==> src/rtl/buffer_arb_pkg.sv <==
// Shared types for the buffer write arbiter.
// Arbiter FSM state encoding and counter width.
package buffer_arb_pkg;

  typedef enum logic {ARB_IDLE, ARB_BURST} arb_state_t;

  localparam int TOTAL_W = 16;

endpackage

==> src/rtl/buffer_write_arbiter_rr_pick.sv <==
// Rotating-priority encoder: first set request
// at or above base, wrapping modulo NUM_REQ.
module rr_pick #(
  parameter  int NUM_REQ = 4,
  localparam int IDX_W   = $clog2(NUM_REQ)
) (
  input  logic [NUM_REQ-1:0] req,
  input  logic [IDX_W-1:0]   base,
  output logic               any,
  output logic [IDX_W-1:0]   idx
);

  logic [2*NUM_REQ-1:0] dbl;
  logic [NUM_REQ-1:0]   rot;
  logic [IDX_W:0]       sum;

  always_comb begin
    dbl = {req, req} >> base;
    rot = dbl[NUM_REQ-1:0];
    any = 1'b0;
    idx = '0;
    sum = '0;
    for (int i = 0; i < NUM_REQ; i++) begin
      if (!any && rot[i]) begin
        any = 1'b1;
        sum = {1'b0, base} + (IDX_W+1)'(i);
        if (sum >= (IDX_W+1)'(NUM_REQ))
          sum = sum - (IDX_W+1)'(NUM_REQ);
        idx = sum[IDX_W-1:0];
      end
    end
  end

endmodule

==> src/rtl/buffer_write_arbiter.sv <==
// Round-robin burst arbiter in front of the
// circular buffer write port.
module buffer_write_arbiter
  import buffer_arb_pkg::*;
#(
  parameter  int NUM_REQ    = 4,
  parameter  int MAX_BURST  = 4,
  parameter  int DATA_WIDTH = 8,
  localparam int IDX_W      = $clog2(NUM_REQ),
  localparam int CNT_W      = $clog2(MAX_BURST+1)
) (
  input  logic                          clk,
  input  logic                          rst_n,
  input  logic [NUM_REQ-1:0]            req_valid,
  input  logic [NUM_REQ*DATA_WIDTH-1:0] req_data,
  output logic [NUM_REQ-1:0]            req_ready,
  input  logic                          buf_full,
  output logic                          buf_write_enable,
  output logic [DATA_WIDTH-1:0]         buf_write_data,
  output logic [IDX_W-1:0]              grant_id,
  output logic                          busy,
  output logic [TOTAL_W-1:0]            total_writes
);

  arb_state_t         state_q, state_d;
  logic [IDX_W-1:0]   rr_ptr_q, rr_ptr_d;
  logic [IDX_W-1:0]   owner_q, owner_d;
  logic [CNT_W-1:0]   burst_cnt_q, burst_cnt_d;
  logic [TOTAL_W-1:0] total_q, total_d;

  logic             pick_any;
  logic [IDX_W-1:0] pick_idx;
  logic             own_valid;
  logic             beat;
  logic             last;
  logic [IDX_W-1:0] next_ptr;

  rr_pick #(.NUM_REQ(NUM_REQ)) u_pick (
    .req  (req_valid),
    .base (rr_ptr_q),
    .any  (pick_any),
    .idx  (pick_idx)
  );

  always_comb begin
    busy      = (state_q == ARB_BURST);
    own_valid = req_valid[owner_q];
    // rst_n gates the strobe so a reset aborts the beat
    beat      = busy && own_valid && !buf_full && rst_n;
    last      = (burst_cnt_q == CNT_W'(MAX_BURST-1));
    next_ptr  = (owner_q == IDX_W'(NUM_REQ-1))
              ? '0 : owner_q + 1'b1;

    req_ready = '0;
    if (beat)
      req_ready[owner_q] = 1'b1;
    buf_write_enable = beat;
    buf_write_data   = busy
      ? req_data[owner_q*DATA_WIDTH +: DATA_WIDTH]
      : '0;
    grant_id     = owner_q;
    total_writes = total_q;
  end

  always_comb begin
    state_d     = state_q;
    rr_ptr_d    = rr_ptr_q;
    owner_d     = owner_q;
    burst_cnt_d = burst_cnt_q;
    total_d     = total_q;
    unique case (state_q)
      ARB_IDLE: begin
        if (pick_any) begin
          owner_d     = pick_idx;
          burst_cnt_d = '0;
          state_d     = ARB_BURST;
        end
      end
      ARB_BURST: begin
        if (beat) begin
          burst_cnt_d = burst_cnt_q + 1'b1;
          total_d     = total_q + 1'b1;
        end
        if ((beat && last) || !own_valid) begin
          state_d  = ARB_IDLE;
          rr_ptr_d = next_ptr;
        end
      end
      default: state_d = ARB_IDLE;
    endcase
  end

  always_ff @(posedge clk) begin
    if (!rst_n) begin
      state_q     <= ARB_IDLE;
      rr_ptr_q    <= '0;
      owner_q     <= '0;
      burst_cnt_q <= '0;
      total_q     <= '0;
    end else begin
      state_q     <= state_d;
      rr_ptr_q    <= rr_ptr_d;
      owner_q     <= owner_d;
      burst_cnt_q <= burst_cnt_d;
      total_q     <= total_d;
    end
  end

endmodule
==> config.mk <==
export PLATFORM = sky130hd
export DESIGN_NAME = buffer_write_arbiter
export DESIGN_NICKNAME = d
export VERILOG_FILES = /design/src/rtl/buffer_arb_pkg.sv /design/src/rtl/buffer_write_arbiter_rr_pick.sv /design/src/rtl/buffer_write_arbiter.sv
export SDC_FILE = /design/constraint.sdc
export NUM_CORES = 1
export LEC_CHECK = 0
export ABC_AREA = 1
export BUFFER_PORTS_ARGS = -buffer_cell sky130_fd_sc_hd__buf_2
export CELL_PAD_IN_SITES_DETAIL_PLACEMENT = 0
export CELL_PAD_IN_SITES_GLOBAL_PLACEMENT = 2
export CORE_MARGIN = 8
export CORE_UTILIZATION = 23
export CTS_BUF_LIST = sky130_fd_sc_hd__clkbuf_8
export CTS_CLUSTER_DIAMETER = 60
export CTS_CLUSTER_SIZE = 12
export DETAILED_ROUTE_END_ITERATION = 6
export PLACE_DENSITY_LB_ADDON = 0.1
export SLEW_MARGIN = 20
export SYNTH_ARGS = -nofsm -noshare
export SYNTH_HDL_FRONTEND = slang
export SYNTH_SLANG_ARGS = --single-unit
==> constraint.sdc <==
create_clock -name clk -period 1.4 [get_ports clk]
set_input_delay 0.14 -clock clk [delete_from_list [all_inputs] [get_ports clk]]
set_output_delay 0.14 -clock clk [all_outputs]
set_load 0.005 [all_outputs]
== Word-level counts from Yosys, hierarchy flattened ==
Cells that the tools add are included.

* Register bits: 24
* Input port bits: 39
* Output and inout port bits: 32

* Add/subtract/negate cells: 10
* $lt $le $gt $ge: 6
* Eq/ne operators: 4
* Shifts and indexed selects: 2
* Muxes and demuxes: 25
* Bitwise operators: 1
* Reductions and logical operators: 18

{| class="wikitable"
|+ Operators with widths
! cell !! count
|-
| indexed part select 32 x 6 -> 8 bit || 1
|-
| two-way mux 2 bit || 9
|-
| adder 16 x 1 -> 16 bit (second input constant) || 1
|-
| >= comparator 3 bit (second input constant) || 3
|-
| logical AND 1 bit || 8
|-
| two-way mux 1 bit || 8
|-
| two-way mux 8 bit || 1
|-
| AND reduction 2 bit || 4
|-
| right shift 8 x 2 -> 4 bit || 1
|-
| subtractor 2 x 1 -> 2 bit (second input constant) || 4
|-
| adder 2 x 2 -> 3 bit (second input constant) || 2
|-
| two-way mux 3 bit || 2
|-
| one-hot mux 3 bit (2 select lines) || 1
|-
| zero test 1 bit || 5
|-
| two-way mux 4 bit || 1
|-
| adder 2 x 1 -> 3 bit (second input constant) || 1
|-
| adder 3 x 1 -> 3 bit (second input constant) || 1
|-
| == test 3 x 2 -> 1 bit (second input constant) || 1
|-
| >= comparator 2 x 3 -> 1 bit (second input constant) || 1
|-
| < comparator 2 x 3 -> 1 bit (second input constant) || 1
|-
| adder 2 x 1 -> 2 bit (second input constant) || 1
|-
| binary-select mux 1 bit (select 2 bit) || 1
|-
| demux 1 bit (select 2 bit) || 1
|-
| == test 2 bit (second input constant) || 1
|-
| 6 further kinds || 6
|}

== Logic depth before layout (Yosys ltp) ==
* Word-level depth: 13
* Depth in mapped cells: 12

== Hierarchy ==
Synthesis repeated with hierarchy kept, for this count alone.

* Cells, all modules: 321
* Area, all modules: 1,945.6 um^2

{| class="wikitable"
|+ By module, submodules not included
! module !! times used !! cells each !! area an instance (um^2) !! seq. area each (um^2)
|-
| buffer_write_arbiter || 1 || 268 || 1,615.3 || 480.5
|-
| rr_pick || 1 || 53 || 330.3 || 0.0
|}

== Least setup slack after synthesis ==
OpenSTA, ideal clock, no wires.

* Kind: register to register
* Start point: register owner_q[0] (netlist: grant_id[0])
* End point: register rr_ptr_q[1]
* Library setup time: 119 ps
* Arrival: 1,332 ps
* Data required time: 1,281 ps
* Path slack: -51 ps
* Stages on the path, launching flop included: 8
* Path buffers: 3
* Period minus slack after synthesis: 1,451 ps
* Cell sequence: dfxtp_1 > buf_6 > inv_2 > buf_2 > buf_2 > ha_1 > o21ai_0 > a21oi_1

* Elaborated cells on any way between the ends: 12

{| class="wikitable"
|+ RTL lines
! item !! RTL line !! RTL
|-
| start: declaration || buffer_write_arbiter.sv:27 || <nowiki>logic [IDX_W-1:0] owner_q, owner_d;</nowiki>
|-
| start signal: assignment || buffer_write_arbiter.sv:103 || <nowiki>owner_q <= owner_d;</nowiki>
|-
| adder 2 x 1 -> 2 bit / == test 2 bit (equally long branches) || buffer_write_arbiter.sv:52, buffer_write_arbiter.sv:51 ||
|-
| two-way mux 2 bit * || buffer_write_arbiter.sv:52 || <nowiki>? '0 : owner_q + 1'b1;</nowiki>
|-
| net next_ptr[1] || buffer_write_arbiter.sv:36 || <nowiki>logic [IDX_W-1:0] next_ptr;</nowiki>
|-
| end signal: assignment || buffer_write_arbiter.sv:102 || <nowiki>rr_ptr_q <= rr_ptr_d;</nowiki>
|-
| end: declaration || buffer_write_arbiter.sv:26 || <nowiki>logic [IDX_W-1:0] rr_ptr_q, rr_ptr_d;</nowiki>
|}

The timed path passes the listed nets; every way through them passes the cells marked *. The select of a mux whose other input is x is not followed.
A chain may end at the register's enable or synchronous reset.

== Worst setup path in the final report ==
* Start point: register owner_q[0] (netlist: grant_id[0])
* End point: output port req_ready[3]

* Longest elaborated chain between the ends: 6
* Elaborated cells on any way between the ends: 11

{| class="wikitable"
|+ Ends and longest elaborated chain
! item !! RTL line !! RTL
|-
| branches (longest 5 deep; another with < comparator 2 x 3 -> 1 bit) || - ||
|-
| two-way mux 4 bit * || buffer_write_arbiter.sv:55 || <nowiki>if (beat)</nowiki>
|-
| end: declaration || buffer_write_arbiter.sv:16 || <nowiki>output logic [NUM_REQ-1:0] req_ready,</nowiki>
|}

Every way passes the cells marked *. The select of a mux whose other input is x is not followed.

==> flow_summary.yaml <==
status:
  status: "finished, violations left"
  failed_checks: "negative setup slack"
grt:
  met3_usage: 0.02519
  grt-busiest-layer: "met2"
  grt.overflow.total: 0
  grt_pass1_wl_um: 11500
  antenna_found_initial: 0
  grt.total_usage: 0.1214
  grt_max_degree: 20
  grt_util_met1: 0.1695
  grtUsageMet2: 0.1862
  grt_pass1_vias: 2264
synthesis:
  ys.flop_type: "dfxtp_1"
  synth.cell_area_um2: 1908
  ys_seq_elements: 24
  synthSimpleGateAreaFrac: 0.3711
  synth-xor-area-share: 0.05049
  ys_warn_count: 0
  synth_nets: 346
  synth-edff-count: 0
  yosysTopAreaCell: "dfxtp_1"
  yosysSeqAreaShare: 0.2518
  synthAdderAreaFrac: 0.04590
  synth_top_family_by_area: "simple AND/OR/NAND/NOR gates"
  syn_inst: 300
  synth.area.mux_share: 0
  synth_compound_area_frac: 0.1711
  ys_async_sr_fraction: 0
  yosysTopAreaCellShare: 0.2518
  ys_top_cells_by_area: "dfxtp_1, nand2_1, nor2_1"
  synth_cell_type_count: 30
  avgSynthCellArea_um2: 6.360
critical_path:
  cp_top_family: "flip-flops"
  crit_buf_inv: 3
  endpoint_kind: "output port"
  critPathSlowestCell: "dfxtp_4"
  crit_fanout: 5
  crit_top_cell: "nand2_1"
  slowest_delay_ps: 380
  cp-start-kind: "flop"
  critical_path_class: "flop to output port"
  cp_data_arrival_time_ps: 1400
  required_ps: 1260
  path_cells: "inv_4, nand2_1, nand2_1, nand2_2, o21ai_4, nand2_4, buf_8, nor2_1, buf_2"
place:
  dp_hpwl_um: 5230
  place_ws_ps: -77.01
  finalWeightedCongestion: 0.7553
  io_buffers: 70
cts:
  numCtsBuffers: 3
  cts_root_buf: "clkbuf_8"
  holdBufCountCts: 0
  cts_buffer_depth: 2
  clk_latency_ps: 270
  clock-sinks: 24
  h-tree-depth: 1
  clkTransAtPathRegs_ps: 90
  cts_tree: "built"
sta:
  tightest_slew_ps: 280.7
  hold_violations: 0
  fin_worst_skew_ps: 2.138
  drv_slew: 0
  period_needed_ps: 1538
  slew_headroom: 0.8114
  max_freq_ghz: 0.6503
  worst_slack_ps: -137.8
  setup_violations: 18
  rsz0062_at_grt: "true"
  timing.final.crit_share: 1.098
die:
  start_util: 0.2346
  die-area_um2: 11470
  fp-row-count: 33
  fp.dieH_um: 107.1
  core_um2: 8134
  die_x_um: 107.1
  num_io_pins: 71
finish:
  fin_nets: 451
  multiInputGateArea_um2: 1313
  seq_area_um2: 491.7
  drive_above_1_share: 0.4268
  fill_cells: 899
  area_delta_synth_final_pct: 47.21
  diodes: 0
  post-route-util: 0.3453
routing:
  remaining_drc_errors: 0
  drtIter0Drc: 60
  dr.pass1.iters: 4
  wirelength_um: 6871
  num_vias: 2212
  drt.antenna.violating_nets: 0
  wl_per_cell_um: 13.53
  via_per_inst: 4.354
worst_hold_path:
  hp-class: "primary input to flop"
pwr:
  p_leak_nw: 1.308
  power.density_nw_per_um2: 1251
  max-vdd-ir-drop_mv: 0.4685
flow_run:
  max-cap-violations: 0
[cells in the mapped netlist, types with 4 or more instances]
| cell | n |
|---|---|
| nand2_2 | 13 |
| xor2_1 | 4 |
| nand3_1 | 17 |
| o21ai_0 | 22 |
| ha_1 | 7 |
| nand2_1 | 60 |
| dfxtp_1 | 24 |
| buf_2 | 5 |
| xnor2_1 | 7 |
| a21oi_1 | 24 |
| nor3_1 | 8 |
| a21oi_2 | 8 |
| nor2_1 | 53 |
| inv_2 | 5 |
| inv_1 | 20 |
[power by group]
part	leakage, nW	total [W]	internal (W)	switching [W]
clock	0.0216	0.000432	0.000193	0.000239
sequential	0.197	0.000885	0.000777	0.000109
combinational	1.09	0.00220	0.000920	0.00128
total	1.31	0.00351	0.00189	0.00162
[repair_timing]
item,in CTS,in global routing
setup endpoints to repair,24,35
endpoints found under the hold margin,0,0
gates resized for setup,21,34
setup buffers,9,0
pin swaps,4,4
[flip-flops by register name, indices dropped and copies added (netlist names)]
signal / count
burst_cnt_q: 3
rr_ptr_q: 2
grant_id: 2
busy: 1
total_writes: 16
[worst min-delay path, stage by stage]
cell	delay (ps)
buf_2	110
buf_4	170
nand2_1	70
a21oi_1	30
[routing by layer]
metal | vias to the layer above | wire (um)
met5 | - | 0
met4 | 0 | 31
met3 | 2 | 462
met2 | 62 | 2921
met1 | 975 | 3457
li1 | 1173 | -
[layout by cell type, fill, tap and decap left out, types with 5 or more instances in the layout]
cell type and n:
buf_4 39, dfxtp_1 19, nand2_1 59, nor2_1 47, o21ai_0 8, o21ai_1 14
inv_1 19, nor2_2 5, xnor2_1 7, buf_2 69, inv_2 5, nand3_1 15
a21oi_1 22, a21oi_2 10, nand2_2 13, ha_1 7
[metrics by stage]
step / power (W) / setup TNS, ps / hold slack, ps / std cells / cell area [um^2]
CTS: 0.003406 / -2163 / 276.0 / 508 / 2734
finish: 0.003514 / -1280 / 283.8 / 508 / 2809
floorplan: 0.002178 / 0 / 422.1 / 300 / 1913
detailed placement: 0.002811 / -253.0 / 454.3 / 496 / 2549
global route: 0.003890 / -4434 / 301.6 / 508 / 2809
global placement: 0.002832 / -325.6 / 457.7 / 496 / 2549
[cell type report]
cell class	count	share of cell area
clock buffers	3	0.01470
inverters	27	0.04143
multi-input cells	236	0.4673
flip-flops and latches	24	0.1751
well taps	105	0.04677
repair buffers	113	0.2548
[kinds of logic after synthesis]
| group | Yosys count |
|---|---|
| and+or+nand+nor | 160 |
| AOI/OAI and AO/OA | 58 |
| buffers and inverters | 40 |
| DFF | 24 |
| xor gates and xnor gates | 11 |
| adders and majority gates | 7 |
[final timing paths]
path / start / endpoint / slack (ps) / depth (start not counted)
min reg2reg: burst_cnt_q[0] / burst_cnt_q[0] / 480 / 1
max: grant_id[0] / req_ready[3] / -140 / 9
min: rst_n / grant_id[1] / 280 / 4
max reg2reg: grant_id[0] / total_writes[11] / -80 / 12
Note: power is estimated with default switching activity, not from simulation.
